**src/rtl/multicycle_ctrl_if.sv**
```systemverilog
// Control bus between the multicycle controller and the datapath.
// The controller is the master and drives every datapath select and enable;
// the datapath is the slave and supplies opcode/funct plus memory ready.
interface multicycle_ctrl_if #(
  parameter int ALUOP_W = 3
);
  logic [5:0]         op;
  logic [5:0]         funct;
  logic               mem_ready;
  logic [1:0]         PCSrc;
  logic               ALUSrcA;
  logic [1:0]         ALUSrcB;
  logic               ExtOp;
  logic               IorD;
  logic               MemRead;
  logic               MemWrite;
  logic               IRWrite;
  logic               RegWrite;
  logic [1:0]         RegDst;
  logic [1:0]         MemtoReg;
  logic               PCWrite;
  logic               PCWriteCond;
  logic               PCWriteCondNe;
  logic [ALUOP_W-1:0] ALUop;
  logic               illegal;
  logic [3:0]         state;

  modport master (
    input  op, funct, mem_ready,
    output PCSrc, ALUSrcA, ALUSrcB, ExtOp, IorD, MemRead, MemWrite, IRWrite,
           RegWrite, RegDst, MemtoReg, PCWrite, PCWriteCond, PCWriteCondNe,
           ALUop, illegal, state
  );

  modport slave (
    output op, funct, mem_ready,
    input  PCSrc, ALUSrcA, ALUSrcB, ExtOp, IorD, MemRead, MemWrite, IRWrite,
           RegWrite, RegDst, MemtoReg, PCWrite, PCWriteCond, PCWriteCondNe,
           ALUop, illegal, state
  );
endinterface

```
**src/rtl/multicycle_ctrl.sv**
```systemverilog
// Multicycle MIPS control FSM. Moore outputs from the current state, except
// that IF only loads PC/IR on the cycle memory is ready. Unknown opcodes park
// the FSM in a sticky TRAP state until reset.
module multicycle_ctrl #(
  parameter int ALUOP_W       = 3,
  parameter bit MEM_HANDSHAKE = 1'b1
) (
  input  logic               clk,
  input  logic               reset,
  multicycle_ctrl_if.master  bus
);

  localparam logic [5:0] OP_R    = 6'b000000;
  localparam logic [5:0] OP_ADDI = 6'b001000;
  localparam logic [5:0] OP_ANDI = 6'b001100;
  localparam logic [5:0] OP_ORI  = 6'b001101;
  localparam logic [5:0] OP_SLTI = 6'b001010;
  localparam logic [5:0] OP_LW   = 6'b100011;
  localparam logic [5:0] OP_SW   = 6'b101011;
  localparam logic [5:0] OP_BEQ  = 6'b000100;
  localparam logic [5:0] OP_BNE  = 6'b000101;
  localparam logic [5:0] OP_J    = 6'b000010;
  localparam logic [5:0] OP_JAL  = 6'b000011;
  localparam logic [5:0] FN_JR   = 6'b001000;

  localparam logic [2:0] ALU_ADD = 3'b000;
  localparam logic [2:0] ALU_SUB = 3'b001;
  localparam logic [2:0] ALU_FN  = 3'b010;
  localparam logic [2:0] ALU_AND = 3'b011;
  localparam logic [2:0] ALU_OR  = 3'b100;
  localparam logic [2:0] ALU_SLT = 3'b101;

  typedef enum logic [3:0] {
    S_IF   = 4'd0,
    S_ID   = 4'd1,
    S_MADR = 4'd2,
    S_MRD  = 4'd3,
    S_WBM  = 4'd4,
    S_MWR  = 4'd5,
    S_EXR  = 4'd6,
    S_WBR  = 4'd7,
    S_BR   = 4'd8,
    S_JMP  = 4'd9,
    S_EXI  = 4'd10,
    S_WBI  = 4'd11,
    S_JAL  = 4'd12,
    S_JR   = 4'd13,
    S_TRAP = 4'd15
  } state_t;

  state_t state_q, state_d;
  logic   illegal_q;
  logic   mr;

  logic [1:0] pc_src, alu_b, reg_dst, mem_to_reg;
  logic       alu_a, ext_op, iord, mem_rd, mem_wr, ir_wr, reg_wr;
  logic       pc_wr, pc_wr_c, pc_wr_cne;
  logic [2:0] alu3;
  logic [2:0] i_alu;
  logic       i_ext;
  logic [ALUOP_W-1:0] aluop_full;

  // With the handshake disabled memory is assumed to finish every cycle.
  assign mr = MEM_HANDSHAKE ? bus.mem_ready : 1'b1;

  // I-type ALU flavour; the IR is stable for the whole instruction, so EXI
  // and WBI both decode it directly.
  always_comb begin
    i_alu = ALU_ADD;
    i_ext = 1'b1;
    case (bus.op)
      OP_ANDI: begin i_alu = ALU_AND; i_ext = 1'b0; end
      OP_ORI:  begin i_alu = ALU_OR;  i_ext = 1'b0; end
      OP_SLTI: begin i_alu = ALU_SLT; i_ext = 1'b1; end
      default: begin i_alu = ALU_ADD; i_ext = 1'b1; end
    endcase
  end

  // State register; reset aborts any instruction and restarts at IF.
  always_ff @(posedge clk or posedge reset) begin
    if (reset) state_q <= S_IF;
    else       state_q <= state_d;
  end

  // Sticky illegal flag, set on the edge that enters TRAP.
  always_ff @(posedge clk or posedge reset) begin
    if (reset)                 illegal_q <= 1'b0;
    else if (state_d == S_TRAP) illegal_q <= 1'b1;
  end

  // Next-state decode and Moore outputs; reset forces every output to its
  // default so nothing is written while reset is held.
  always_comb begin
    state_d    = state_q;
    pc_src     = 2'b00;
    alu_a      = 1'b0;
    alu_b      = 2'b01;
    ext_op     = 1'b1;
    iord       = 1'b0;
    mem_rd     = 1'b0;
    mem_wr     = 1'b0;
    ir_wr      = 1'b0;
    reg_wr     = 1'b0;
    reg_dst    = 2'b00;
    mem_to_reg = 2'b00;
    pc_wr      = 1'b0;
    pc_wr_c    = 1'b0;
    pc_wr_cne  = 1'b0;
    alu3       = ALU_ADD;
    case (state_q)
      S_IF: begin
        state_d = mr ? S_ID : S_IF;
        if (!reset) begin
          mem_rd = 1'b1;
          pc_wr  = mr;
          ir_wr  = mr;
        end
      end
      S_ID: begin
        alu_b = 2'b11;
        case (bus.op)
          OP_LW, OP_SW:                      state_d = S_MADR;
          OP_R:    state_d = (bus.funct == FN_JR) ? S_JR : S_EXR;
          OP_ADDI, OP_ANDI, OP_ORI, OP_SLTI: state_d = S_EXI;
          OP_BEQ, OP_BNE:                    state_d = S_BR;
          OP_J:                              state_d = S_JMP;
          OP_JAL:                            state_d = S_JAL;
          default:                           state_d = S_TRAP;
        endcase
      end
      S_MADR: begin
        alu_a   = 1'b1;
        alu_b   = 2'b10;
        state_d = (bus.op == OP_SW) ? S_MWR : S_MRD;
      end
      S_MRD: begin
        mem_rd  = 1'b1;
        iord    = 1'b1;
        state_d = mr ? S_WBM : S_MRD;
      end
      S_WBM: begin
        reg_wr     = 1'b1;
        mem_to_reg = 2'b01;
        state_d    = S_IF;
      end
      S_MWR: begin
        mem_wr  = 1'b1;
        iord    = 1'b1;
        state_d = mr ? S_IF : S_MWR;
      end
      S_EXR: begin
        alu_a   = 1'b1;
        alu_b   = 2'b00;
        alu3    = ALU_FN;
        state_d = S_WBR;
      end
      S_WBR: begin
        reg_wr  = 1'b1;
        reg_dst = 2'b01;
        state_d = S_IF;
      end
      S_BR: begin
        alu_a     = 1'b1;
        alu_b     = 2'b00;
        alu3      = ALU_SUB;
        pc_src    = 2'b01;
        pc_wr_c   = (bus.op == OP_BEQ);
        pc_wr_cne = (bus.op == OP_BNE);
        state_d   = S_IF;
      end
      S_JMP: begin
        pc_src  = 2'b10;
        pc_wr   = 1'b1;
        state_d = S_IF;
      end
      S_EXI: begin
        alu_a   = 1'b1;
        alu_b   = 2'b10;
        alu3    = i_alu;
        ext_op  = i_ext;
        state_d = S_WBI;
      end
      S_WBI: begin
        reg_wr  = 1'b1;
        alu3    = i_alu;
        ext_op  = i_ext;
        state_d = S_IF;
      end
      S_JAL: begin
        pc_src     = 2'b10;
        pc_wr      = 1'b1;
        reg_wr     = 1'b1;
        reg_dst    = 2'b10;
        mem_to_reg = 2'b10;
        state_d    = S_IF;
      end
      S_JR: begin
        pc_src  = 2'b11;
        pc_wr   = 1'b1;
        state_d = S_IF;
      end
      S_TRAP:  state_d = S_TRAP;
      default: state_d = S_IF;
    endcase
  end

  // ALUop upper bits above the 3-bit code are always zero.
  always_comb begin
    aluop_full      = '0;
    aluop_full[2:0] = alu3;
  end

  assign bus.PCSrc         = pc_src;
  assign bus.ALUSrcA       = alu_a;
  assign bus.ALUSrcB       = alu_b;
  assign bus.ExtOp         = ext_op;
  assign bus.IorD          = iord;
  assign bus.MemRead       = mem_rd;
  assign bus.MemWrite      = mem_wr;
  assign bus.IRWrite       = ir_wr;
  assign bus.RegWrite      = reg_wr;
  assign bus.RegDst        = reg_dst;
  assign bus.MemtoReg      = mem_to_reg;
  assign bus.PCWrite       = pc_wr;
  assign bus.PCWriteCond   = pc_wr_c;
  assign bus.PCWriteCondNe = pc_wr_cne;
  assign bus.ALUop         = aluop_full;
  assign bus.illegal       = illegal_q;
  assign bus.state         = state_q;

endmodule

```
**src/flat_wrapper.sv**
```systemverilog
// flat-port wrapper written by rule: the top's interface ports become plain ports
module multicycle_ctrl_flat 
#(
  parameter int ALUOP_W       = 3,
  parameter bit MEM_HANDSHAKE = 1'b1
)
  (clk, reset, bus_op, bus_funct, bus_mem_ready, bus_PCSrc, bus_ALUSrcA, bus_ALUSrcB, bus_ExtOp, bus_IorD, bus_MemRead, bus_MemWrite, bus_IRWrite, bus_RegWrite, bus_RegDst, bus_MemtoReg, bus_PCWrite, bus_PCWriteCond, bus_PCWriteCondNe, bus_ALUop, bus_illegal, bus_state);
  multicycle_ctrl_if #(.ALUOP_W(ALUOP_W)) bus_i ();
  input  logic clk;
  input  logic reset;
  input wire logic [$bits(bus_i.op)-1:0] bus_op;
  input wire logic [$bits(bus_i.funct)-1:0] bus_funct;
  input wire logic [$bits(bus_i.mem_ready)-1:0] bus_mem_ready;
  output wire logic [$bits(bus_i.PCSrc)-1:0] bus_PCSrc;
  output wire logic [$bits(bus_i.ALUSrcA)-1:0] bus_ALUSrcA;
  output wire logic [$bits(bus_i.ALUSrcB)-1:0] bus_ALUSrcB;
  output wire logic [$bits(bus_i.ExtOp)-1:0] bus_ExtOp;
  output wire logic [$bits(bus_i.IorD)-1:0] bus_IorD;
  output wire logic [$bits(bus_i.MemRead)-1:0] bus_MemRead;
  output wire logic [$bits(bus_i.MemWrite)-1:0] bus_MemWrite;
  output wire logic [$bits(bus_i.IRWrite)-1:0] bus_IRWrite;
  output wire logic [$bits(bus_i.RegWrite)-1:0] bus_RegWrite;
  output wire logic [$bits(bus_i.RegDst)-1:0] bus_RegDst;
  output wire logic [$bits(bus_i.MemtoReg)-1:0] bus_MemtoReg;
  output wire logic [$bits(bus_i.PCWrite)-1:0] bus_PCWrite;
  output wire logic [$bits(bus_i.PCWriteCond)-1:0] bus_PCWriteCond;
  output wire logic [$bits(bus_i.PCWriteCondNe)-1:0] bus_PCWriteCondNe;
  output wire logic [$bits(bus_i.ALUop)-1:0] bus_ALUop;
  output wire logic [$bits(bus_i.illegal)-1:0] bus_illegal;
  output wire logic [$bits(bus_i.state)-1:0] bus_state;
  assign bus_i.op = bus_op;
  assign bus_i.funct = bus_funct;
  assign bus_i.mem_ready = bus_mem_ready;
  assign bus_PCSrc = bus_i.PCSrc;
  assign bus_ALUSrcA = bus_i.ALUSrcA;
  assign bus_ALUSrcB = bus_i.ALUSrcB;
  assign bus_ExtOp = bus_i.ExtOp;
  assign bus_IorD = bus_i.IorD;
  assign bus_MemRead = bus_i.MemRead;
  assign bus_MemWrite = bus_i.MemWrite;
  assign bus_IRWrite = bus_i.IRWrite;
  assign bus_RegWrite = bus_i.RegWrite;
  assign bus_RegDst = bus_i.RegDst;
  assign bus_MemtoReg = bus_i.MemtoReg;
  assign bus_PCWrite = bus_i.PCWrite;
  assign bus_PCWriteCond = bus_i.PCWriteCond;
  assign bus_PCWriteCondNe = bus_i.PCWriteCondNe;
  assign bus_ALUop = bus_i.ALUop;
  assign bus_illegal = bus_i.illegal;
  assign bus_state = bus_i.state;
  multicycle_ctrl #(.ALUOP_W(ALUOP_W), .MEM_HANDSHAKE(MEM_HANDSHAKE)) u_core (.clk(clk), .reset(reset), .bus(bus_i));
endmodule
```
**config.mk**
```make
export PLATFORM = sky130hd
export DESIGN_NAME = multicycle_ctrl_flat
export DESIGN_NICKNAME = d
export VERILOG_FILES = /design/src/rtl/multicycle_ctrl_if.sv /design/src/rtl/multicycle_ctrl.sv /design/src/flat_wrapper.sv
export SDC_FILE = /design/constraint.sdc
export NUM_CORES = 1
export LEC_CHECK = 0
export CAP_MARGIN = 15
export CORE_ASPECT_RATIO = 0.8
export CORE_MARGIN = 2
export CORE_UTILIZATION = 43
export DETAILED_ROUTE_END_ITERATION = 8
export PLACE_DENSITY = 0.95
export SLEW_MARGIN = 40
export SYNTH_ARGS = -nofsm -noshare
export SYNTH_HDL_FRONTEND = slang
export SYNTH_SLANG_ARGS = --single-unit
```
**constraint.sdc**
```tcl
create_clock -name clk -period 3.2 [get_ports clk]
set_input_delay 0.48 -clock clk [delete_from_list [all_inputs] [get_ports clk]]
set_output_delay 0.48 -clock clk [all_outputs]
set_load 0.02 [all_outputs]
```
After elaboration in Yosys (flattened, before gate mapping)

Index checks and enable logic that the tools add are counted.

Equality and inequality tests: 26
Muxes and demuxes: 26
Reductions and logical operators: 14

Operators with widths:

| operator                                             | number |
|---|---|
| equality test 4 bit (second input constant)          | 8 |
| one-hot mux 4 bit (8 select lines)                   | 1 |
| equality test 6 x 4 -> 1 bit (second input constant) | 5 |
| one-hot mux 4 bit (6 select lines)                   | 1 |
| one-hot mux 3 bit (3 select lines)                   | 2 |
| equality test 4 x 3 -> 1 bit (second input constant) | 4 |
| OR reduction 2 bit                                   | 8 |
| equality test 6 x 2 -> 1 bit (second input constant) | 2 |
| equality test 6 x 3 -> 1 bit (second input constant) | 2 |
| equality test 6 bit (second input constant)          | 2 |
| 2-to-1 mux 1 bit                                     | 12 |
| one-hot mux 2 bit (3 select lines)                   | 2 |
| OR reduction 4 bit                                   | 3 |
| 2-to-1 mux 3 bit                                     | 3 |
| equality test 4 x 2 -> 1 bit (second input constant) | 2 |
| one-hot mux 2 bit (2 select lines)                   | 2 |
| zero test 6 bit                                      | 1 |
| equality test 4 x 1 -> 1 bit (second input constant) | 1 |
| zero test 4 bit                                      | 1 |
| 2-to-1 mux 4 bit                                     | 1 |
| one-hot mux 1 bit (2 select lines)                   | 2 |
| OR reduction 3 bit                                   | 1 |

Bits in registers: 5
Input port bits: 15
Output and inout bits: 26

Logic depth before layout (Yosys ltp)

Gate-level depths: netlist (run 1).

Depth in word-level cells: 5
Mapped depth: 6
Depth with buffers taken out: 5

Worst setup path before layout (run 1)

Ideal clock, no wire load.

Path kind: flip-flop to output port
Start: reg u_core.state_q[3], in the netlist u_core.bus.state[3]
End: out bus_ALUop[0]
Data arrival time: 1922 ps
Slack: 798 ps
Cell stages (with the launch flop): 6
Cells stage by stage: dfrtp_1 clkbuf_1 nand2_1 nor3_1 nand3_1 o32ai_1

Longest elaborated chain between the ends: 3
Elaborated cells between the ends (all ways): 6
Classes of those cells: 4 x eq/ne; 1 x mux; 1 x reduce/logical

RTL lines:

| element                              | line                   | text |
|---|---|---|
| start: declaration                   | multicycle_ctrl.sv:51  | `state_t state_q, state_d;` |
| start signal: assignment             | multicycle_ctrl.sv:82  | `else state_q <= state_d;` |
| equality test 4 bit                  | multicycle_ctrl.sv:110 | `case (state_q)` |
| OR reduction 2 bit (no source line)  | -                      |  |
| one-hot mux 3 bit (3 select lines) * | multicycle_ctrl.sv:110 |  |
| end: declaration                     | flat_wrapper.sv:28     | `output wire logic [$bits(bus_i.ALUop)-1:0] bus_ALUop;` |

Every way passes the cells marked *; elsewhere a longest branch is shown, timed or not.

Final worst setup path (run 1)

Start: in bus_op[4]
End: out bus_ALUop[0]

Longest elaborated chain between the ends: 3
Elaborated cells between the ends (all ways): 5
Classes of those cells: 3 x eq/ne; 2 x mux

RTL lines:

| element                              | line                   | text |
|---|---|---|
| start: declaration                   | flat_wrapper.sv:11     | `input wire logic [$bits(bus_i.op)-1:0] bus_op;` |
| equality test 6 x 4 -> 1 bit         | multicycle_ctrl.sv:71  | `case (bus.op)` |
| one-hot mux 3 bit (3 select lines) * | multicycle_ctrl.sv:71  |  |
| one-hot mux 3 bit (3 select lines) * | multicycle_ctrl.sv:110 |  |

Marks and branches as above.

==> results of run 1 <==
where the power goes:
| part | internal [uW] | switching, uW | total, uW |
|---|---|---|---|
| registers | 89.7 | 40.0 | 130 |
| clock network | 47.0 | 23.9 | 70.9 |
| logic | 358 | 430 | 788 |
critical path: cells and delay by family:
family	cells	cell delay [ps]
AO/OA/AOI/OAI	1	290
AND/OR/NAND/NOR	2	470
buffers and inverters	2	1180
worst paths after layout:
path	endpoint	from	slack, ps	cells past startpoint
hold reg to reg	u_core.bus.illegal$_DFFE_PP0N_	u_core.bus.illegal$_DFFE_PP0N_	480	1
min in group asynchronous	u_core.bus.state[0]$_DFF_PP0_	reset	500	2
setup / recovery	bus_ALUop[0]	bus_op[4]	290	5
hold / removal	u_core.bus.illegal$_DFFE_PP0N_	u_core.bus.illegal$_DFFE_PP0N_	480	1
setup reg to reg	u_core.bus.illegal$_DFFE_PP0N_	u_core.bus.state[0]$_DFF_PP0_	1510	5
max in group asynchronous	u_core.bus.illegal$_DFFE_PP0N_	reset	2530	2
per-stage QoR:
stage / hold slack [ps] / cells
floorplan: 259 / 123
global placement: 456 / 179
detailed placement: 472 / 179
CTS: 481 / 183
global route: 496 / 183
finish: 478 / 183
synthesized netlist by cell type (all sizes together), types with 3 or more instances:
| cell type | number | share of area [%] |
|---|---|---|
| dfrtp | 5 | 15 |
| xnor2 | 3 | 3.1 |
| inv | 3 | 1.3 |
| a21oi | 5 | 3.0 |
| nor3 | 8 | 4.8 |
| o21ai | 7 | 4.2 |
| a31oi | 3 | 2.2 |
| clkbuf | 10 | 8.1 |
| nor3b | 3 | 2.7 |
| nand2 | 7 | 3.1 |
| nor2 | 22 | 9.9 |
| nand2b | 5 | 3.7 |
| nand3 | 3 | 1.8 |
| buf | 4 | 2.4 |
layout make-up:
type	count	area (sq um)	share of cell area [%]
clock buffer	4	26.3	2.10
tap	24	30.0	2.40
multi-input combinational	101	616	49.1
sequential	5	125	9.98
timing repair buffer	46	445	35.5
inverter	3	11.3	0.898
cells by family (layout without fill, tap and decap cells):
logic type | count (synthesis) | after routing | synth area share (%)
xor gates and xnor gates | 3 | 3 | 3.15
muxes | 1 | 1 | 1.35
buffers and inverters | 17 | 53 | 11.8
and+or+nand+nor | 65 | 65 | 42.0
AOI/OAI and AO/OA | 32 | 32 | 26.7
DFF | 5 | 5 | 15.0
timing repair:
item / in CTS / in global routing
hold buffers: 0 / 0
resized for setup: 0 / 1
endpoints found under the hold margin: 0 / 0
endpoints found under the setup margin: 0 / 1
layer usage:
layer  global-route usage [%]  vias up  routed length (um)
met5                        0        -                   0
met4                     6.15        0                  15
met3                     2.07        6                 173
met2                     35.6       63                1130
met1                     30.8      444                1080
li1                         -      510                   -
flip-flops by register name (all words and copies together), names as in the netlist:
signal	cells
u_core.bus.illegal	1
u_core.bus.state	4
==> impl_metrics.csv, run 1 <==
group,metric,value,unit
finish,final_area,1250,sq um
pwr,p_total,988,uW
timing,timing.final.crit_share,90.8,%
clock_tree,clockBufferDepth,2,
run,drv_cap,0,
timing,max_slew.worst_pin.slew,530,ps
routing,drc,0,
timing,setup_ws,294,ps
clock_tree,path_clk_slew,40,ps
yosys,postSynthCellCount,123,
routing,vias,1023,
routing,first_pass_iters,4,
yosys,synthFlopType,"dfrtp_1",
yosys,ys_seq_area_share,15.0,%
place,hpwl,1.87,mm
routing,wl,2.40,mm
yosys,synth-edff-count,0,
finish,fill_cells,168,
clock_tree,numCtsBuffers,3,
yosys,synth.distinct_cells,45,
finish,drive_above_1_share,13.2,%
worst_setup_path,worst-path-max-fanout,5,
floorplan,placementRows,14,
global_route,grt_pass1_wl,3.89,mm
worst_setup_path,critical_path.max_stage_delay,650,ps
yosys,syn_nets,138,
floorplan,core,1860,sq um
global_route,antenna_found_initial,0,
clock_tree,h-tree-depth,1,
yosys,ys_ff_latch,5,
global_route,grt_start_max_net_pins,20,
timing,drv_slew,0,
worst_setup_path,cp.required,2720,ps
routing,drt_iter0_drc,52,
routing,via_per_inst,5.59,
outcome,status,"complete, no violations",
pwr,power_density,788,nW/um^2
clock_tree,cts.sinks,5,
yosys,syn_area,835,sq um
worst_setup_path,path_common_cell,"clkdlybuf4s50_1",
timing,grt_setup_unrepaired,"false",
yosys,avgSynthCellArea,6.78,sq um
worst_setup_path,cp_slowest_cell,"clkdlybuf4s50_1",
timing,fin_skew,0.344,ps
place,finalWeightedCongestion,0.845,
finish,areaGrowthSynthToFinish,50.2,%
place,preCtsSetupSlack,196,ps
floorplan,fp.dieW,53.3,um
clock_tree,post_cts_buffers,0,
finish,diodes,0,
worst_setup_path,end_kind,"output port",
worst_setup_path,cp_cell_sequence,"clkdlybuf4s50_1 -> nor3_2 -> nand3_1 -> o32ai_1 -> clkdlybuf4s50_1",
floorplan,io_pins,41,
global_route,grt_use_total,21.8,%
clock_tree,clk-insertion-delay-late,230,ps
yosys,ys_warn_count,0,
global_route,overflow,0,
timing,fmax,0.344,GHz
finish,nets,175,
floorplan,fp.dieH,43.4,um
routing,routedWlPerCell,13.1,um
place,placed_cell_area,1220,sq um
place,port_buffers,40,
pwr,ir_worst_vdd,0.581,mV
clock_tree,clockRootBuffer,"clkbuf_4",
routing,final_antenna_net_count,0,
worst_setup_path,cp-start-kind,"input pin",
yosys,async_reset_ff_share,100,%
timing,relSlewSlack,64.7,%
min_path,hold_path_class,"reg -> reg",
global_route,grt_pass1_vias,902,
finish,postLayoutCoreUtil,67.5,%
finish,layout_common_cells,"clkdlybuf4s50_1, nor2_1, nor3_1, o21ai_0, nand2_1",
worst_setup_path,crit_type,"in -> out",
finish,final_common_cell,"clkdlybuf4s50_1",
floorplan,dieArea,2310,sq um
floorplan,start_util,44.9,%
pwr,cellLeakagePower,0.000464,uW
clock_tree,cts_tree,"yes",
worst_setup_path,arrival,2430,ps
timing,final-hold-violation-count,0,
timing,setup_viol,0,
timing,setup_tns,0,ps
timing,period_minus_slack,2910,ps
Note: power is estimated with default switching activity, not from simulation.
==> run 2: changes to the inputs <==
--- a/config.mk
+++ b/config.mk
@@ -9,6 +9,7 @@
 export CORE_ASPECT_RATIO = 0.8
 export CORE_MARGIN = 2
 export CORE_UTILIZATION = 43
+export CTS_CLUSTER_SIZE = 40
 export DETAILED_ROUTE_END_ITERATION = 8
 export PLACE_DENSITY = 0.95
 export SLEW_MARGIN = 40
==> results of run 2 <==
Same layout as run 1: the final DEF is identical, and so are final timing and power.
==> RTL change, RTL diff (config.mk and constraints of run 2) <==
`ALUOP_W` is set to 3 in 3 places; all go to 5.
--- a/src/rtl/multicycle_ctrl_if.sv
+++ b/src/rtl/multicycle_ctrl_if.sv
@@ -3,5 +3,5 @@
 // the datapath is the slave and supplies opcode/funct plus memory ready.
 interface multicycle_ctrl_if #(
-  parameter int ALUOP_W = 3
+  parameter int ALUOP_W = 5
 );
   logic [5:0]         op;
--- a/src/rtl/multicycle_ctrl.sv
+++ b/src/rtl/multicycle_ctrl.sv
@@ -3,5 +3,5 @@
 // the FSM in a sticky TRAP state until reset.
 module multicycle_ctrl #(
-  parameter int ALUOP_W       = 3,
+  parameter int ALUOP_W       = 5,
   parameter bit MEM_HANDSHAKE = 1'b1
 ) (
--- a/src/flat_wrapper.sv
+++ b/src/flat_wrapper.sv
@@ -2,5 +2,5 @@
 module multicycle_ctrl_flat 
 #(
-  parameter int ALUOP_W       = 3,
+  parameter int ALUOP_W       = 5,
   parameter bit MEM_HANDSHAKE = 1'b1
 )
Ports: changed (resized bus_ALUop); port bits go from 41 to 43. No check against the original RTL was run, so the function may have changed too.
==> RTL change against run 2 <==
Power fell by 0.74%; wire length rose by 2.4%; fmax fell by 2.7%; area after synthesis rose by 2.2%; setup slack got worse by 0.080 ns; global-route usage rose by 0.94 points; design area fell by 0.40%; sequential cell count did not move; highest routed layer unchanged.
==> RTL change: results (changes against run 2) <==
* Via count at 1056 (was 1023)
* Dominant synthesized flop cell: dfrtp_1 (unchanged)
* CTS Buf Count at 3 (unchanged)
* Routed wire per std cell at 13.4 um (was 13.1 um)
* HP Class: flop to flop (unchanged)
* Global Route Usage Sum at 0.228 (was 0.218)
* Top cells by area, synth: dfrtp_1, nor2_1, clkbuf_8 (unchanged)
* Ys async rst share at 1.00 (unchanged)
* Root Buffer: clkbuf_4 (unchanged)
* R2R Path Start: u_core.bus.state[2] (was u_core.bus.state[0])
* Status: complete, no violations (unchanged)
* Layout cells sized above 1 at 0.119 (was 0.132)
* Area share of fa/ha/maj cells after synthesis at 0 (unchanged)
* Dpl hpwl at 1860 um (was 1870 um)
* HP Start: u_core.bus.illegal (unchanged)
* Post-synthesis xor/xnor area fraction at 0.0308 (was 0.0315)
* Clock latency on the worst-skew pair at about 0.24 ns
* Kind of critical path: primary input to output port (unchanged)
* H-tree levels at 1 (unchanged)
* DR iter-0 viols at 27 (was 52)
* Largest net degree at the start of global routing at 20 (unchanged)
* Crit-path max FO at 5 (unchanged)
* Tightest Pin Transition at 0.541 ns (was 0.530 ns)
* Worst path arrival time at 2.51 ns (was 2.43 ns)
* Clock Skews at 0.00240 ns (was 0.000344 ns)
* Static Leakage at 0.464 nW (about the same)
* Final nets at 176 (was 175)
* First-pass GRT wire length at 4060 um (was 3890 um)
* Top cells by count, synth: nor2_1, nor3_1, clkbuf_1, nand2_1, o21ai_0 (unchanged)
* Synth Warn # at 0 (unchanged)
* Synth Area in Compound Gates at 0.261 (was 0.267)
* Critical path startpoint: bus_op[4] (unchanged)
* Synth cell types at 46 (was 45)
* Vias in the first global route at 918 (was 902)
* Pre-antenna DRT Iters at 4 (unchanged)
* Clk buf depth at 2 (unchanged)
* Max VDD drop at 0.570 mV (was 0.581 mV)
* Number of buffers added on ports at 40 (unchanged)
* GP Congestion at 0.841 (was 0.845)
* Post-CTS setup buffer count at 0 (unchanged)
* Diode count at 0 (unchanged)
* Initial antenna violation count at 0 (unchanged)
* Seq/Total Area, Yosys at 0.147 (was 0.150)
* Multiplexer area fraction after synthesis at 0.0132 (was 0.0135)
* Net Switching at 0.494 mW (about the same)
* Max reg flops at 4 (unchanged)
RTL change: cell types whose count changed after synthesis:
cell | run 2 | this run
conb_1 | 0 | 1
buf_4 | 1 | 3
RTL change: power groups by stage:
stage                     combinational [mW]  sequential (mW)  clock, mW
after CTS                              0.755            0.149     0.0764
after floorplan                        0.473            0.141          0
final                                  0.755            0.151     0.0750
after global routing                   0.816            0.157     0.0811
after global placement                 0.733            0.147          0
after detailed placement               0.750            0.150          0
RTL change: cell families (layout without fill, tap and decap cells):
family,count (synthesis),in the layout
flops,5,5
xor+xnor,3,3
other cells,1,2
buf+inv,19,52
compound gates,32,32
mux,1,1
simple gates,65,65
RTL change: area by class of cell:
class	instances	area (um^2)
Multi-Input combinational cell	103	618
Clock buffer	4	26.3
Tap cell	24	30.0
Timing Repair Buffer	45	438
Fill cell	157	626
Sequential cell	5	125
Inverter	3	11.3
RTL change: path summary, 6_finish.rpt:
| check | cells past startpoint | endpoint | slack [ns] |
|---|---|---|---|
| setup / recovery | 5 | bus_ALUop[0] | 0.21 |
| hold / removal | 1 | u_core.bus.illegal | 0.50 |
| setup reg to reg | 5 | u_core.bus.illegal | 1.44 |
| hold reg to reg | 1 | u_core.bus.illegal | 0.50 |
| max in group asynchronous | 2 | u_core.bus.state[2] | 2.52 |
| min in group asynchronous | 2 | u_core.bus.state[0] | 0.51 |
RTL change: per-layer routing:
| layer | vias up | global-route usage | share of wire |
|---|---|---|---|
| met4 | 0 | 0.0769 | 0.0057 |
| met1 | 471 | 0.317 | 0.41 |
| met3 | 4 | 0.0276 | 0.092 |
| met5 | - | 0 | 0 |
| li1 | 515 | - | - |
| met2 | 66 | 0.361 | 0.49 |
RTL change: metrics by stage:
step | instance area [um^2] | utilization | instances | setup slack (ns) | hold WS [ns]
final | 1250 | 0.666 | 184 | 0.213 | 0.495
after global placement | 1220 | 0.652 | 180 | 0.266 | 0.455
after CTS | 1250 | 0.666 | 184 | 0.218 | 0.492
after global routing | 1250 | 0.666 | 184 | 0.0522 | 0.510
after floorplan | 857 | - | 127 | 0.798 | 0.259
after detailed placement | 1220 | 0.652 | 180 | 0.228 | 0.458
RTL change: critical path: stages:
cell	delay (ns)
clkdlybuf4s50_1	0.52
nor3_1	0.42
nand3_1	0.15
o32ai_1	0.28
clkdlybuf4s50_1	0.65
